## src/rtl/fetch_unit_if.sv

```systemverilog
// Handshake bundle between the fetch stage, instruction memory, decode and retire.
// The fetch unit takes the master view and its environment takes the slave view.
interface fetch_unit_if;
   logic        jump_valid;
   logic [31:0] jump_pc;
   logic        imem_req;
   logic [31:0] imem_addr;
   logic        imem_ack;
   logic [31:0] imem_data;
   logic        out_valid;
   logic [31:0] out_instr;
   logic [31:0] out_pc;
   logic [3:0]  out_tag;
   logic        out_ready;

   modport master (
      input  jump_valid, jump_pc, imem_ack, imem_data, out_ready,
      output imem_req, imem_addr, out_valid, out_instr, out_pc, out_tag
   );

   modport slave (
      output jump_valid, jump_pc, imem_ack, imem_data, out_ready,
      input  imem_req, imem_addr, out_valid, out_instr, out_pc, out_tag
   );
endinterface

```

## src/rtl/fetch_unit.sv

```systemverilog
// Instruction fetch stage: one outstanding word read, a small tagged instruction queue,
// and retire-driven redirects that bump the tag so wrong-path work is killed downstream.
module fetch_unit #(
   parameter logic [31:0] START_PC = 32'h0000_0000,
   parameter int          DEPTH    = 4
) (
   input  logic         clk,
   input  logic         reset,
   fetch_unit_if.master bus
);
   localparam int             PTR_W      = $clog2(DEPTH);
   localparam logic [PTR_W:0] FULL_COUNT = (PTR_W+1)'(DEPTH);
   localparam logic [0:0]     FETCH      = 1'b0;
   localparam logic [0:0]     DISCARD    = 1'b1;

   logic [0:0]       state;
   logic [31:0]      pc;
   logic [31:0]      held_addr;
   logic [3:0]       tag;
   logic [PTR_W-1:0] rd_ptr;
   logic [PTR_W-1:0] wr_ptr;
   logic [PTR_W:0]   count;
   logic [31:0]      q_instr [DEPTH];
   logic [31:0]      q_pc    [DEPTH];
   logic [3:0]       q_tag   [DEPTH];
   logic             ack_taken;
   logic             push;
   logic             pop;

   // Request is gated by reset so it drops the instant reset asserts mid-transaction.
   always_comb begin
      bus.imem_req = 1'b0;
      if (reset)
         bus.imem_req = (state == DISCARD) || (count < FULL_COUNT);
   end

   assign bus.imem_addr = (state == DISCARD) ? held_addr : pc;
   assign bus.out_valid = (count != '0);
   assign bus.out_instr = q_instr[rd_ptr];
   assign bus.out_pc    = q_pc[rd_ptr];
   assign bus.out_tag   = q_tag[rd_ptr];

   assign ack_taken = bus.imem_req && bus.imem_ack;
   assign push      = (state == FETCH) && ack_taken && !bus.jump_valid;
   assign pop       = bus.out_valid && bus.out_ready;

   // Control: a redirect while a read is in flight parks on the old address until it retires.
   always_ff @(posedge clk or negedge reset) begin
      if (!reset) begin
         state     <= FETCH;
         pc        <= START_PC & 32'hFFFF_FFFC;
         held_addr <= 32'h0;
         tag       <= 4'h0;
      end else if (bus.jump_valid) begin
         tag <= tag + 4'd1;
         pc  <= bus.jump_pc & 32'hFFFF_FFFC;
         if (state == FETCH) begin
            if (bus.imem_req && !bus.imem_ack) begin
               state     <= DISCARD;
               held_addr <= pc;
            end
         end else if (bus.imem_ack) begin
            state <= FETCH;
         end
      end else begin
         if (push)
            pc <= pc + 32'd4;
         if ((state == DISCARD) && bus.imem_ack)
            state <= FETCH;
      end
   end

   // Queue bookkeeping; a flush overrides any same-cycle push or pop.
   always_ff @(posedge clk or negedge reset) begin
      if (!reset) begin
         rd_ptr <= '0;
         wr_ptr <= '0;
         count  <= '0;
      end else if (bus.jump_valid) begin
         rd_ptr <= '0;
         wr_ptr <= '0;
         count  <= '0;
      end else begin
         if (push)
            wr_ptr <= wr_ptr + PTR_W'(1);
         if (pop)
            rd_ptr <= rd_ptr + PTR_W'(1);
         if (push && !pop)
            count <= count + (PTR_W+1)'(1);
         else if (!push && pop)
            count <= count - (PTR_W+1)'(1);
      end
   end

   always_ff @(posedge clk or negedge reset) begin
      if (!reset) begin
         for (int i = 0; i < DEPTH; i++) begin
            q_instr[i] <= 32'h0;
            q_pc[i]    <= 32'h0;
            q_tag[i]   <= 4'h0;
         end
      end else if (push) begin
         q_instr[wr_ptr] <= bus.imem_data;
         q_pc[wr_ptr]    <= pc;
         q_tag[wr_ptr]   <= tag;
      end
   end
endmodule

```

## src/flat_wrapper.sv

```systemverilog
// flat-port wrapper written by rule: the top's interface ports become plain ports
module fetch_unit_flat 
#(
   parameter logic [31:0] START_PC = 32'h0000_0000,
   parameter int          DEPTH    = 4
)
  (clk, reset, bus_jump_valid, bus_jump_pc, bus_imem_ack, bus_imem_data, bus_out_ready, bus_imem_req, bus_imem_addr, bus_out_valid, bus_out_instr, bus_out_pc, bus_out_tag);
  fetch_unit_if bus_i ();
  input  logic clk;
  input  logic reset;
  input wire logic [$bits(bus_i.jump_valid)-1:0] bus_jump_valid;
  input wire logic [$bits(bus_i.jump_pc)-1:0] bus_jump_pc;
  input wire logic [$bits(bus_i.imem_ack)-1:0] bus_imem_ack;
  input wire logic [$bits(bus_i.imem_data)-1:0] bus_imem_data;
  input wire logic [$bits(bus_i.out_ready)-1:0] bus_out_ready;
  output wire logic [$bits(bus_i.imem_req)-1:0] bus_imem_req;
  output wire logic [$bits(bus_i.imem_addr)-1:0] bus_imem_addr;
  output wire logic [$bits(bus_i.out_valid)-1:0] bus_out_valid;
  output wire logic [$bits(bus_i.out_instr)-1:0] bus_out_instr;
  output wire logic [$bits(bus_i.out_pc)-1:0] bus_out_pc;
  output wire logic [$bits(bus_i.out_tag)-1:0] bus_out_tag;
  assign bus_i.jump_valid = bus_jump_valid;
  assign bus_i.jump_pc = bus_jump_pc;
  assign bus_i.imem_ack = bus_imem_ack;
  assign bus_i.imem_data = bus_imem_data;
  assign bus_i.out_ready = bus_out_ready;
  assign bus_imem_req = bus_i.imem_req;
  assign bus_imem_addr = bus_i.imem_addr;
  assign bus_out_valid = bus_i.out_valid;
  assign bus_out_instr = bus_i.out_instr;
  assign bus_out_pc = bus_i.out_pc;
  assign bus_out_tag = bus_i.out_tag;
  fetch_unit #(.START_PC(START_PC), .DEPTH(DEPTH)) u_core (.clk(clk), .reset(reset), .bus(bus_i));
endmodule
```

## config.mk

```make
export PLATFORM = sky130hd
export DESIGN_NAME = fetch_unit_flat
export DESIGN_NICKNAME = d
export VERILOG_FILES = /design/src/rtl/fetch_unit_if.sv /design/src/rtl/fetch_unit.sv /design/src/flat_wrapper.sv
export SDC_FILE = /design/constraint.sdc
export NUM_CORES = 1
export LEC_CHECK = 0
export BUFFER_PORTS_ARGS = -buffer_cell sky130_fd_sc_hd__buf_2
export CAP_MARGIN = 15
export CORE_MARGIN = 2
export CORE_UTILIZATION = 55
export DETAILED_ROUTE_END_ITERATION = 7
export PLACE_DENSITY = 0.85
export SLEW_MARGIN = 20
export SYNTH_ARGS = -nofsm -noshare
export SYNTH_HDL_FRONTEND = slang
export SYNTH_SLANG_ARGS = --single-unit
```

## constraint.sdc

```tcl
create_clock -name clk -period 5.15 [get_ports clk]
set_clock_uncertainty 0.1 [all_clocks]
set_input_delay 0.2575 -clock clk [delete_from_list [all_inputs] [get_ports clk]]
set_output_delay 0.2575 -clock clk [all_outputs]
set_load 0.02 [all_outputs]
```

==> out/metrics.csv, run 1 <==
metric;value;unit
tritoncts;yes;
track_usage;0.243;
synth_seq_cells;336;
clockBufferDepth;3;
clkTransAtPathRegs;60;ps
min_path_type;in2async;
start_util;0.555;
postCtsSetupBuffers;0;
synth.top_cell.area_share;0.550;
final.fill_count;1901;
ant_nets;0;
cts_hold_buffers;64;
clock_sinks;336;
status;completed;
drv_slew;0;
synthCells;1032;
dr.pass1.iters;5;
first_iter_violations;570;
crit_required;5450;ps
synthDistinctLibCells;44;
arrival;3660;ps
clock_latency;520;ps
ios;171;
cp-end-kind;flop;
synth_commonest_cells;dfrtp_1, mux2_2, mux4_2;
ys_seq_area_frac;0.550;
place_ws;1850;ps
io_buffers;164;
max_freq;0.298;GHz
synth_edf_count;0;
rows;61;
synth_area_leaders;dfrtp_1, mux2_2, mux4_2;
p_per_area;526;mW/mm^2
grt_pass1_wl;55.2;mm
synth-main-ff-cell;dfrtp_1;
area_delta_synth_final;18.5;%
fp.dieW;171;um
die_area;0.0291;mm^2
drive_gt1_frac;0.505;
syn_area_per_cell;14.8;um^2
hold_viol;0;
gp_congestion;0.754;
final_util;0.657;
vias;9617;
grt_max_degree;79;
path_class;in2reg;
mappedNetlistArea;0.0153;mm^2
die_y;171;um
routed_via_density;5.92;
seq_area;0.00842;mm^2
hpwl;19.5;mm
cts_root_buf;clkbuf_16;
crit_fanout;60;
cts_made_buffers;37;
start_kind;input port;
ys_async_sr_fraction;1.00;
cts_max_level;2;
fin_nets;1297;
synth_most_common_cell;dfrtp_1;
grt_pass1_vias;10300;
overflow;0;
worst_pin_slew;1110;ps
yosys_warnings;0;
setup_violations;0;
cap_viol_max_count;0;
fin_crit;3350;ps
ctsResizeCount;0;
slew_headroom;0.261;
multiInputGateArea;0.00644;mm^2
routed_wirelength;34.1;mm
wl_per_cell;21.0;um
drc_errors;0;
antenna_found_initial;1;
core-area;0.0276;mm^2
ir_drop;0.310;mV
tns;0;ps
rsz0062_at_grt;false;
fin_crit_sh;0.651;
leakage;0.00840;uW
finalWorstSetupSlack;1800;ps
synth_largest_area_cell;dfrtp_1;
hold_slack;139;ps
==> routing by layer <==
layer / up-vias / global-route usage / share of wire
met3: 83 / 0.0502 / 0.061
met5: - / 0 / 0
li1: 4185 / - / -
met1: 5033 / 0.319 / 0.42
met4: 0 / 0.0710 / 0.025
met2: 316 / 0.410 / 0.50
==> state kept, by name, indices dropped and copies added (netlist names) <==
register / cells
u_core.q_pc: 120
u_core.held_addr: 30
u_core.count: 3
u_core.tag: 4
u_core.q_tag: 16
u_core.q_instr: 128
u_core.state: 1
u_core.pc: 30
u_core.wr_ptr: 2
u_core.rd_ptr: 2
==> cells by family after synthesis <==
family,Yosys count,share of synthesized area
and+or+nand+nor,123,0.0433
adders and majority gates,7,0.00622
buffers and inverters,102,0.0312
DFF,336,0.550
other,1,0.000245
AOI/OAI and AO/OA,59,0.0248
muxes,389,0.335
xor gates and xnor gates,15,0.00860
==> worst max-delay path, stage by stage <==
cell	delay (ps)
dlygate4sd3_1	560
buf_8	360
nand4bb_1	500
nor2_2	560
nand2_4	650
buf_4	420
mux2_2	280
==> power breakdown <==
part           internal (uW)  total [uW]  switching [uW]
registers               3360        3860             497
clock network           1500        2540            1040
logic                   1580        3120            1540
==> cells in the final DEF (no fill, tap or decap), drive strengths merged, types with 7 or more instances in the layout <==
cell type | Yosys | final
dfrtp | 336 | 336
mux2 | 322 | 322
buf | 60 | 176
mux4 | 66 | 66
dlygate4sd3 | 0 | 64
clkbuf | 33 | 55
nand2 | 34 | 34
nor2 | 26 | 26
a31oi | 18 | 18
o21ai | 17 | 17
o31ai | 14 | 14
or4 | 14 | 14
nand4 | 12 | 12
nand3 | 11 | 11
inv | 9 | 10
xnor2 | 8 | 8
xor2 | 7 | 7
clkinv | 0 | 7
==> final cells by class <==
type / count / area share
diodes: 1 / 0.000138
inverters: 9 / 0.00187
repair buffers: 240 / 0.0873
flip-flops and latches: 336 / 0.465
clock buffers: 55 / 0.0593
clock inverters: 9 / 0.00504
well taps: 378 / 0.0261
multi-input cells: 597 / 0.356
==> final timing paths <==
path | start | endpoint | slack [ps] | cells after the start
min in group clk | bus_out_ready | u_core.rd_ptr[0] | 160 | 4
worst max register to register | u_core.count[2] | u_core.q_pc[79] | 2020 | 5
worst max-delay path | reset | u_core.q_pc[79] | 1800 | 7
worst min register to register | u_core.q_pc[62] | u_core.q_pc[62] | 400 | 1
worst min-delay path | reset | u_core.q_instr[20] | 140 | 2
max in group asynchronous | reset | u_core.q_pc[60] | 2700 | 4
==> metrics by stage <==
step | total power (uW) | instances | area [um^2]
global route | 10000 | 1625 | 18100
finish | 9520 | 1625 | 18100
CTS | 9580 | 1623 | 18100
global placement | 6830 | 1495 | 16300
floorplan | 6010 | 1035 | 15300
detailed placement | 6970 | 1495 | 16300
Note: power is estimated with default switching activity, not from simulation.
==> run 2: changes to the inputs <==
--- a/config.mk
+++ b/config.mk
@@ -8,7 +8,7 @@
 export BUFFER_PORTS_ARGS = -buffer_cell sky130_fd_sc_hd__buf_2
 export CAP_MARGIN = 15
 export CORE_MARGIN = 2
-export CORE_UTILIZATION = 55
+export CORE_UTILIZATION = 53
 export DETAILED_ROUTE_END_ITERATION = 7
 export PLACE_DENSITY = 0.85
 export SLEW_MARGIN = 20
==> constraint.sdc (replaced) <==
create_clock -name clk -period 3 [get_ports clk]
set_clock_uncertainty 0.1 [all_clocks]
set_input_delay 0.15 -clock clk [delete_from_list [all_inputs] [get_ports clk]]
set_output_delay 0.15 -clock clk [all_outputs]
set_load 0.02 [all_outputs]
==> run 2 against run 1 <==
  * Wire length fell by 0.67%
  * Setup slack got worse by 1400 ps
  * Core utilization fell by 1.6 points
  * Clock power rose by 77%
  * Cell count rose by 0.80%
  * Via count fell by 0.80%
  * First-iteration DRC count fell by 8.4%
  * Count of clock-buffer cells in the layout rose by 1
  * Hold slack got worse by 120 ps
  * Non-clock buffer count rose by 6
  * Critical endpoint is now u_core.held_addr[24]
==> out/metrics.csv, run 2 (same netlist as run 1, synthesis figures left out) <==
metric;value;unit
status;completed;
setup_violations;0;
grt_max_degree;189;
io_buffers;164;
routed_wirelength;33.9;mm
die_area;0.0302;mm^2
finalWorstSetupSlack;423;ps
p_per_area;904;mW/mm^2
cts_hold_buffers;65;
leakage;0.00850;uW
hpwl;20.6;mm
tritoncts;yes;
antenna_found_initial;0;
reg_top3;u_core.q_instr (128), u_core.q_pc (120);
timing.critical_path.to;u_core.held_addr[24];
place_ws;447;ps
multiInputGateArea;0.00644;mm^2
core-area;0.0285;mm^2
r2r_cells;4;
wl_per_cell;20.7;um
grt_pass1_wl;54.5;mm
rsz0062_at_grt;false;
cts_made_buffers;37;
routed_via_density;5.82;
antenna-diode-count;0;
ctsResizeCount;0;
fin_crit_sh;0.859;
cts_root_buf;clkbuf_16;
clockBufferDepth;3;
seq_area;0.00842;mm^2
crit_required;3290;ps
ant_nets;0;
largest_register;u_core.q_instr;
first_iter_violations;522;
clkTransAtPathRegs;60;ps
path_class;reg2reg;
dr.pass1.iters;5;
slew_headroom;0.310;
clock_latency;510;ps
ir_drop;0.454;mV
min_path_type;in2reg;
final.fill_count;2045;
cp-end-kind;flop;
rows;62;
tns;0;ps
fp.dieW;174;um
vias;9540;
r2r-end;u_core.held_addr[24];
start_kind;flop;
fin_crit;2580;ps
start_util;0.535;
slowest_stage;nand3_2;
layout_commonest_cell;dfrtp_1;
post_dp_cell_area;0.0164;mm^2
path_buf_inv;1;
drv_slew;0;
drc_errors;0;
arrival;2870;ps
postCtsSetupBuffers;0;
cts_max_level;2;
rrSetupSlack;420;ps
layout_common_cells;dfrtp_1, mux2_2, buf_2, mux4_2, dlygate4sd3_1;
startpoint;u_core.state;
cap_viol_max_count;0;
worst_pin_slew;1030;ps
fin_nets;1303;
ios;171;
largest_reg_flops;128;
overflow;0;
crit_fanout;30;
area_delta_synth_final;19.8;%
stdcell_area;0.0183;mm^2
track_usage;0.227;
path_delay_family;simple AND/OR/NAND/NOR gates;
crit_path_cell_trace;inv_1, a21boi_0, nand3_2, mux2_2;
cp_slowest_stage_delay;820;ps
drive_gt1_frac;0.509;
hold_viol;0;
die_y;174;um
crit_cells;4;
gp_congestion;0.732;
max_freq;0.388;GHz
r2r-start;u_core.state;
clock_sinks;336;
grt_pass1_vias;10100;
run 2: changes by cell type in the layout (fill, tap and decap cells not counted), sizes merged:
cell and delta:
clkinvlp +1, clkbuf +1, dlygate4sd3 +1, bufinv +1
buf +5, diode -1, clkinv -1
run 2: worst register-to-register path: stages, from the launching register on:
cell and delay (ps):
dfrtp_1 530, inv_1 70, a21boi_0 330, nand3_2 830, mux2_2 600
run 2: worst min path at each step:
stage	startpoint	end	cells past startpoint
after floorplan	reset	u_core.count[0]	0
after global placement	reset	u_core.state	1
after detailed placement	reset	u_core.state	1
after CTS	bus_jump_valid	u_core.pc[5]	3
after global routing	bus_jump_valid	u_core.pc[13]	3
final	bus_jump_valid	u_core.pc[13]	3
run 2: routing by layer:
metal	part of all wire	GRT usage	wire length [um]
met1	0.43	0.301	14400
met2	0.51	0.389	17200
met3	0.041	0.0333	1390
met4	0.025	0.0690	863
met5	0	0	0
run 2: layout make-up:
type | count | area share
Timing Repair Buffer | 246 | 0.0934
Multi-Input combinational cell | 597 | 0.352
Tap cell | 384 | 0.0262
Sequential cell | 336 | 0.460
Clock buffer | 56 | 0.0612
Inverter | 9 | 0.00185
Clock inverter | 10 | 0.00581
run 2: through the flow:
stage,utilization,total power [uW],hold slack [ps],instances
detailed placement,0.575,12100,-149,1507
CTS,0.641,16700,6.77,1638
global route,0.641,17400,56.5,1638
floorplan,-,10300,-246,1035
finish,0.641,16500,18.8,1638
global placement,0.575,11800,-152,1507
run 2: where the power goes:
part,switching [uW],leakage (uW),internal [uW]
combinational,2670,0.00356,2750
sequential,860,0.00433,5770
clock,1750,0.000605,2750
total,5280,0.00850,11300
